[config.mk]
export PLATFORM = sky130hd
export DESIGN_NAME = dec_onehot_seq
export DESIGN_NICKNAME = d
export VERILOG_FILES = /design/src/rtl/dec_pkg.sv /design/src/rtl/dec_onehot.sv /design/src/rtl/dec_onehot_seq.sv
export SDC_FILE = /design/constraint.sdc
export NUM_CORES = 1
export LEC_CHECK = 0
export CAP_MARGIN = 20
export CELL_PAD_IN_SITES_DETAIL_PLACEMENT = 1
export CELL_PAD_IN_SITES_GLOBAL_PLACEMENT = 2
export CORE_MARGIN = 2
export CORE_UTILIZATION = 32
export DETAILED_ROUTE_END_ITERATION = 8
export GPL_ROUTABILITY_DRIVEN = 0
export PLACE_DENSITY_LB_ADDON = 0.1
export REMOVE_ABC_BUFFERS = 1
export SYNTH_ARGS = -nofsm -noshare
export SYNTH_HDL_FRONTEND = slang
export SYNTH_SLANG_ARGS = --single-unit
export TNS_END_PERCENT = 50
[constraint.sdc]
create_clock -name clk -period 2.27 [get_ports clk]
set_input_delay 0.454 -clock clk [delete_from_list [all_inputs] [get_ports clk]]
set_output_delay 0.454 -clock clk [all_outputs]
set_load 0.01 [all_outputs]
[src/rtl/dec_pkg.sv]
// dec_pkg: shared mode encodings and FSM state type for the one-hot decoder.
package dec_pkg;
  localparam logic [1:0] MODE_PULSE = 2'b00;
  localparam logic [1:0] MODE_HOLD  = 2'b01;
  localparam logic [1:0] MODE_SWEEP = 2'b10;
  typedef enum logic {IDLE, SWEEP} state_t;
endpackage

[src/rtl/dec_onehot.sv]
// dec_onehot: combinational SEL_W-to-2^SEL_W one-hot decoder.
module dec_onehot #(
  parameter int SEL_W = 5
) (
  input  logic [SEL_W-1:0]      sel,
  output logic [2**SEL_W-1:0]   oh
);
  assign oh = {{(2**SEL_W-1){1'b0}}, 1'b1} << sel;
endmodule

[src/rtl/dec_onehot_seq.sv]
// dec_onehot_seq: registered one-hot decoder with pulse, hold and sweep modes,
// valid/ready command port and per-output write protection.
module dec_onehot_seq
  import dec_pkg::*;
#(
  parameter int SEL_W = 5,
  parameter logic [2**SEL_W-1:0] PROTECT_MASK = '0
) (
  input  logic                 clk,
  input  logic                 rst_n,
  input  logic                 in_valid,
  output logic                 in_ready,
  input  logic [SEL_W-1:0]     sel,
  input  logic [1:0]           mode,
  input  logic [SEL_W-1:0]     sweep_last,
  input  logic                 en,
  output logic [2**SEL_W-1:0]  out,
  output logic                 out_valid,
  output logic                 out_last,
  output logic                 err
);
  localparam int OUT_W = 2**SEL_W;
  localparam int CW = SEL_W + 1;
  state_t state, state_n;
  logic [CW-1:0] idx, idx_n, rem, rem_n, step;
  logic [OUT_W-1:0] oh, out_n;
  logic [SEL_W-1:0] dsel, span;
  logic acc, prot, held, held_n, valid_n, last_n, err_n;
  assign in_ready = (state == IDLE) && en;
  assign acc = in_valid && in_ready;
  assign step = idx + CW'(1);
  assign dsel = acc ? sel : step[SEL_W-1:0];
  assign prot = PROTECT_MASK[dsel];
  assign span = sweep_last - sel;
  dec_onehot #(.SEL_W(SEL_W)) u_dec (.sel(dsel), .oh(oh));
  // rem counts beats still to come after the one currently on out
  always_comb begin
    state_n = state;
    idx_n = idx;
    rem_n = rem;
    held_n = held;
    out_n = held ? out : '0;
    valid_n = held;
    last_n = 1'b0;
    err_n = 1'b0;
    if (!en) begin
      state_n = IDLE;
      held_n = 1'b0;
      out_n = '0;
      valid_n = 1'b0;
    end else if (acc) begin
      idx_n = {1'b0, sel};
      rem_n = {1'b0, span};
      out_n = prot ? '0 : oh;
      valid_n = 1'b1;
      err_n = prot;
      held_n = (mode == MODE_HOLD);
      state_n = (mode == MODE_SWEEP) ? SWEEP : IDLE;
      last_n = (mode != MODE_SWEEP) || (span == '0);
    end else if (state == SWEEP) begin
      state_n = (rem == '0) ? IDLE : SWEEP;
      if (rem != '0) begin
        idx_n = step;
        rem_n = rem - CW'(1);
        out_n = prot ? '0 : oh;
        valid_n = 1'b1;
        err_n = prot;
        last_n = (rem == CW'(1));
      end
    end
  end
  always_ff @(posedge clk or negedge rst_n) begin
    if (!rst_n) begin
      state <= IDLE;
      idx <= '0;
      rem <= '0;
      held <= 1'b0;
      out <= '0;
      out_valid <= 1'b0;
      out_last <= 1'b0;
      err <= 1'b0;
    end else begin
      state <= state_n;
      idx <= idx_n;
      rem <= rem_n;
      held <= held_n;
      out <= out_n;
      out_valid <= valid_n;
      out_last <= last_n;
      err <= err_n;
    end
  end
endmodule

==> results_dict.tcl, run 1 <==
set metrics [dict create \
    portBuffers 50 \
    cts-root-buf "clkbuf_8" \
    synth.cell_area_mm2 0.00249 \
    rows 32 \
    clkSinkCount 47 \
    fmax_mhz 460 \
    die_h_um 92.3 \
    drive_above_1_share_pct 19.5 \
    critPathTopFamily "buffers and inverters" \
    post-route-drc-count 0 \
    synth_area_leaders "dfrtp_1 47%, a22o_1 7.0%, a32o_1 4.0%" \
    finClkSkew_ns 0.0104 \
    design.core.area_mm2 0.00765 \
    max-cap-violations 0 \
    slowest_stage "clkdlybuf4s50_1" \
    fin_nets 361 \
    hp-class "primary input to asynchronous set/reset pin" \
    yosysUniqueCellTypes 48 \
    antenna_found_initial 0 \
    path_common_cell "clkdlybuf4s50_1" \
    cts.clk_slew.worst_paths_ns 0.09 \
    worst_slack_ns 0.0943 \
    syn_area_per_cell_um2 10.2 \
    cp-start-kind "primary input" \
    setup_viol 0 \
    vias 2257 \
    tns_ns 0 \
    p_per_area_mw_per_mm2 679 \
    cp_cell_sequence "clkdlybuf4s50_1 -> inv_1 -> nor2_1 -> clkdlybuf4s50_1" \
    endpoint_kind "primary output" \
    synth_edf_count 0 \
    hold_viol 0 \
    dr.pass1.iters 4 \
    die_width_um 92.3 \
    drt_first_iter_violations 85 \
    ir_drop_mv 0.365 \
    ys_seq_area_share_pct 47.1 \
    cts_setup_buffers 0 \
    grt_usage_pct 18.8 \
    n_antenna_cell 0 \
    io_pins 52 \
    use_met3_pct 2.52 \
    grt_pass1_wl_um 12600 \
    min_period_ns 2.18 \
    fin_util_pct 46.2 \
    yosys.area.top_type "dfrtp_1" \
    cts_made_buffers 5 \
    gr-usage-met2_pct 31.2 \
    dieArea_mm2 0.00852 \
    async_flop_share_pct 100 \
    crit_type "primary input to primary output" \
    drt_wl_total_um 7580 \
    critical_path_required_ns 1.82 \
    via_per_inst 5.13 \
    start_util_pct 32.6 \
    leakage_uw 0.00157 \
    area_growth_pct 41.5 \
    clk_latency_ns 0.30 \
    grt-ovfl-total 0 \
    outcome "complete, no violations" \
    ys_seq_elements 47 \
    worstPathArrival_ns 1.72 \
    max_stage_delay_ns 0.54 \
    place_ws_ns -0.161 \
    path_buf_inv 3 \
    rsz0062_at_grt "no" \
    critical_path.max_fanout 4 \
    ctsHoldBuffers 0 \
    worstMarginPinSlew_ns 0.521 \
    rr_startpoint "rem[1]" \
    ant_nets 0 \
    dp.final_hpwl_um 5870 \
    yosysWarnings 0 \
    fin_crit_sh_pct 95.8 \
    critPathLaunch "en" \
    syn_inst 245 \
    grt_start_max_net_pins 48 \
    clockBufferDepth 2 \
    timing.slew.headroom_pct 65.2 \
    nFillCells 874 \
    synth_flop_cell "dfrtp_1" \
    tritoncts "done" \
    grt-busiest-layer "met2" \
    wl_per_cell_um 17.2 \
    use_met1_pct 26.8 \
    grt_pass1_vias 2393 \
    synth_top_area_share_pct 47.1 \
    drv_slew 0 \
    htreeDepth 2 \
]
path summary, 6_finish.rpt:
kind,endpoint,slack [ns],cells after the start
worst max-delay path,in_ready,0.09,4
worst min-delay path,held,0.12,2
worst max register to register,out[29],0.11,7
worst min register to register,out[14],0.49,2
max in group asynchronous,state,1.91,2
min in group clk,out[14],0.49,2
through the flow:
step / hold WS, ns / instance area, um2 / total power, uW / instances
floorplan: 0.158 / 2410 / 1440 / 232
global placement: 0.460 / 3420 / 1850 / 432
detailed placement: 0.462 / 3420 / 1860 / 432
CTS: 0.131 / 3520 / 2420 / 440
global route: 0.146 / 3530 / 2550 / 440
finish: 0.122 / 3530 / 2400 / 440
cells in the final DEF (no fill, tap or decap), types with 5 or more instances in the layout:
master and count:
dfrtp_1 47, clkbuf_8 6, nand2_1 22, o21ai_0 9
nand3_1 5, a22o_1 20, clkdlybuf4s50_1 49, nor2b_1 6
nor3_1 7, a21oi_1 12, a32o_1 10, nor2_1 21
o22ai_1 5, ha_1 7, inv_1 9, buf_4 46
final cells by class:
| type | count | area [um2] | share of cell area [%] |
|---|---|---|---|
| flip-flops and latches | 47 | 1180 | 33.3 |
| clock inverters | 2 | 16.3 | 0.461 |
| multi-input cells | 176 | 1210 | 34.4 |
| inverters | 9 | 33.8 | 0.957 |
| repair buffers | 98 | 881 | 24.9 |
| clock buffers | 6 | 82.6 | 2.34 |
| well taps | 102 | 128 | 3.61 |
what timing repair did:
action,CTS,global route
setup endpoints to repair,1,12
gates resized for setup,1,2
gates cloned,0,0
endpoints found under the hold margin,0,0
cells in the mapped netlist, drive strengths merged, types with 2 or more instances:
cell / instances
dfrtp: 47
nand2: 22
nor2: 21
a22o: 20
a21oi: 12
a32o: 10
o21ai: 10
inv: 9
nor3: 8
buf: 7
ha: 7
clkbuf: 6
nor2b: 6
nand3: 5
o22ai: 5
nand2b: 4
o31ai: 4
xnor2: 4
xor2: 4
a21o: 3
and2: 3
o221ai: 3
a211oi: 2
a22oi: 2
mux2i: 2
nand3b: 2
nor3b: 2
nor4: 2
or3b: 2
layer usage:
layer / vias up / wire, um
met5: - / 0
met4: 0 / 37
met3: 4 / 139
met2: 34 / 3660
met1: 1133 / 3740
li1: 1086 / -
power breakdown:
part	switching (uW)	total [uW]	internal [uW]	leakage [uW]
clock network	296	545	249	0.0000474
registers	91.3	1010	920	0.000635
logic	448	839	391	0.000887
total	836	2400	1560	0.00157
cell families after synthesis:
family / share of synthesized area, %
other: 0.150
flip-flops: 47.1
multiplexers: 0.802
XOR/XNOR: 2.81
adder cells (fa/ha/maj): 4.31
buffers and inverters: 4.81
AND/OR/NAND/NOR: 16.8
AO/OA/AOI/OAI: 23.2
state kept, by name (all words and copies together) (netlist names):
register,cells
held,1
state,1
idx,5
out_last,1
out,32
rem,6
out_valid,1
worst register-to-register path: cells and delay by family, from the launching register on:
family                     cells  cell delay (ns)
adders and majority gates      1             0.17
DFF                            1             0.39
and+or+nand+nor                2             0.59
buffers and inverters          1             0.08
AOI/OAI and AO/OA              3             0.82
Power figures use the tool's default switching activity.
==> inputs of run 2 (changes only) <==
Settings changed: SETUP_SLACK_MARGIN set to 0.15.
==> run 2 against run 1 <==
- register-to-register slack better by 0.02 ns
- count of clock-buffer cells in the layout unchanged
- via count up 2.2%
- first-iteration DRC count up 44%
- largest cell class unchanged
==> results_dict.tcl, run 2 (synthesis results as in run 1) <==
set metrics [dict create \
    grt_pass1_wl_um 12600 \
    crit_type "register to register" \
    max_stage_delay_ns 0.41 \
    leakage_uw 0.00166 \
    fin_util_pct 48.2 \
    cts_made_buffers 5 \
    cts.clk_slew.worst_paths_ns 0.10 \
    endpoint_kind "register" \
    post-route-drc-count 0 \
    r2r_slack_ns 0.13 \
    wl_per_cell_um 17.9 \
    slowest_stage "dfrtp_1" \
    cts-root-buf "clkbuf_8" \
    portBuffers 50 \
    start_util_pct 32.6 \
    rsz0062_at_grt "yes" \
    ir_drop_mv 0.383 \
    die_width_um 92.3 \
    via_per_inst 5.15 \
    fin_nets 369 \
    crit_cells 8 \
    max-cap-violations 0 \
    critical_path_required_ns 2.51 \
    fmax_mhz 466 \
    n_antenna_cell 0 \
    worst_slack_ns 0.126 \
    fin_crit_sh_pct 94.4 \
    cp-start-kind "register" \
    rows 32 \
    clk_latency_ns 0.31 \
    drv_slew 0 \
    vias 2306 \
    layout_common_cells "50 x buf_4, 48 x clkdlybuf4s50_1, 47 x dfrtp_1" \
    drive_above_1_share_pct 24.3 \
    min_period_ns 2.14 \
    ant_nets 0 \
    setup_viol 0 \
    design.core.area_mm2 0.00765 \
    clkSinkCount 47 \
    reg_top3 "out x32, rem x6, idx x5" \
    grt_start_max_net_pins 48 \
    tritoncts "done" \
    die_h_um 92.3 \
    ctsHoldBuffers 0 \
    regMostFlops "out" \
    drt_first_iter_violations 122 \
    antenna_found_initial 0 \
    dr.pass1.iters 4 \
    path_buf_inv 3 \
    p_total_uw 2470 \
    io_pins 52 \
    clockBufferDepth 2 \
    grt_pass1_vias 2402 \
    worstMarginPinSlew_ns 0.532 \
    dp.final_hpwl_um 5870 \
    hp-class "primary input to asynchronous set/reset pin" \
    grt-ovfl-total 0 \
    largest_reg_flops 32 \
    drt_wl_total_um 8020 \
    critPathTopFamily "simple AND/OR/NAND/NOR gates" \
    area_growth_pct 47.9 \
    place_ws_ns -0.161 \
    htreeDepth 2 \
    p_per_area_mw_per_mm2 669 \
    final_common_cell "buf_4" \
    outcome "complete, no violations" \
    r2r_cells 8 \
    dieArea_mm2 0.00852 \
    tns_ns 0 \
    cp_cell_sequence "inv_2 -> ha_4 -> or3b_4 -> o31a_4 -> nor3_4 -> buf_12 -> clkbuf_16 -> a22o_1" \
    finClkSkew_ns 0.00892 \
    timing.slew.headroom_pct 64.5 \
    grt_usage_pct 18.8 \
    critical_path.max_fanout 8 \
    hold_viol 0 \
    worstPathArrival_ns 2.38 \
]
-- run 2: worst register-to-register path, stage by stage, from the launching register on --
cell	delay [ns]
dfrtp_1	0.41
inv_2	0.07
ha_4	0.13
or3b_4	0.41
o31a_4	0.37
nor3_4	0.24
buf_12	0.15
clkbuf_16	0.15
a22o_1	0.14
-- run 2: timing repair --
| item | 4_1_cts | 5_1_grt |
|---|---|---|
| setup buffers | 0 | 5 |
| gates cloned | 0 | 3 |
| endpoints found under the setup margin | 33 | 36 |
| pin swaps | 0 | 12 |
| resized for setup | 4 | 14 |
-- run 2: final cells by class --
type                    count  area, um2
flip-flops and latches     47       1180
well taps                 102        128
clock buffers               6       82.6
clock inverters             2       16.3
inverters                   9       33.8
repair buffers            106        991
fillers                   874       3960
multi-input cells         176       1260
-- run 2: final timing paths --
| check | from | endpoint |
|---|---|---|
| worst max register to register | rem[0] | out[28] |
| min in group clk | out[14] | out[14] |
| worst min register to register | out[14] | out[14] |
| worst min-delay path | rst_n | held |
| max in group asynchronous | rst_n | state |
| worst max-delay path | rem[0] | out[28] |
-- run 2: where the power goes --
group | total, uW | switching (uW) | internal (uW)
clock | 554 | 305 | 249
sequential | 1020 | 96.4 | 920
combinational | 899 | 471 | 428
-- run 2: through the flow --
| step | cell area [um2] | cells | hold slack (ns) |
|---|---|---|---|
| finish | 3690 | 448 | 0.119 |
| global route | 3690 | 448 | 0.146 |
| CTS | 3530 | 440 | 0.131 |
| detailed placement | 3420 | 432 | 0.462 |
| global placement | 3420 | 432 | 0.460 |
| floorplan | 2410 | 232 | 0.158 |
-- run 2: layer usage --
metal	routed length (um)	global-route usage [%]	vias up
met5	0	0	-
met4	37	2.61	0
met3	142	2.52	4
met2	3860	31.3	36
met1	3970	26.9	1161
li1	-	-	1105
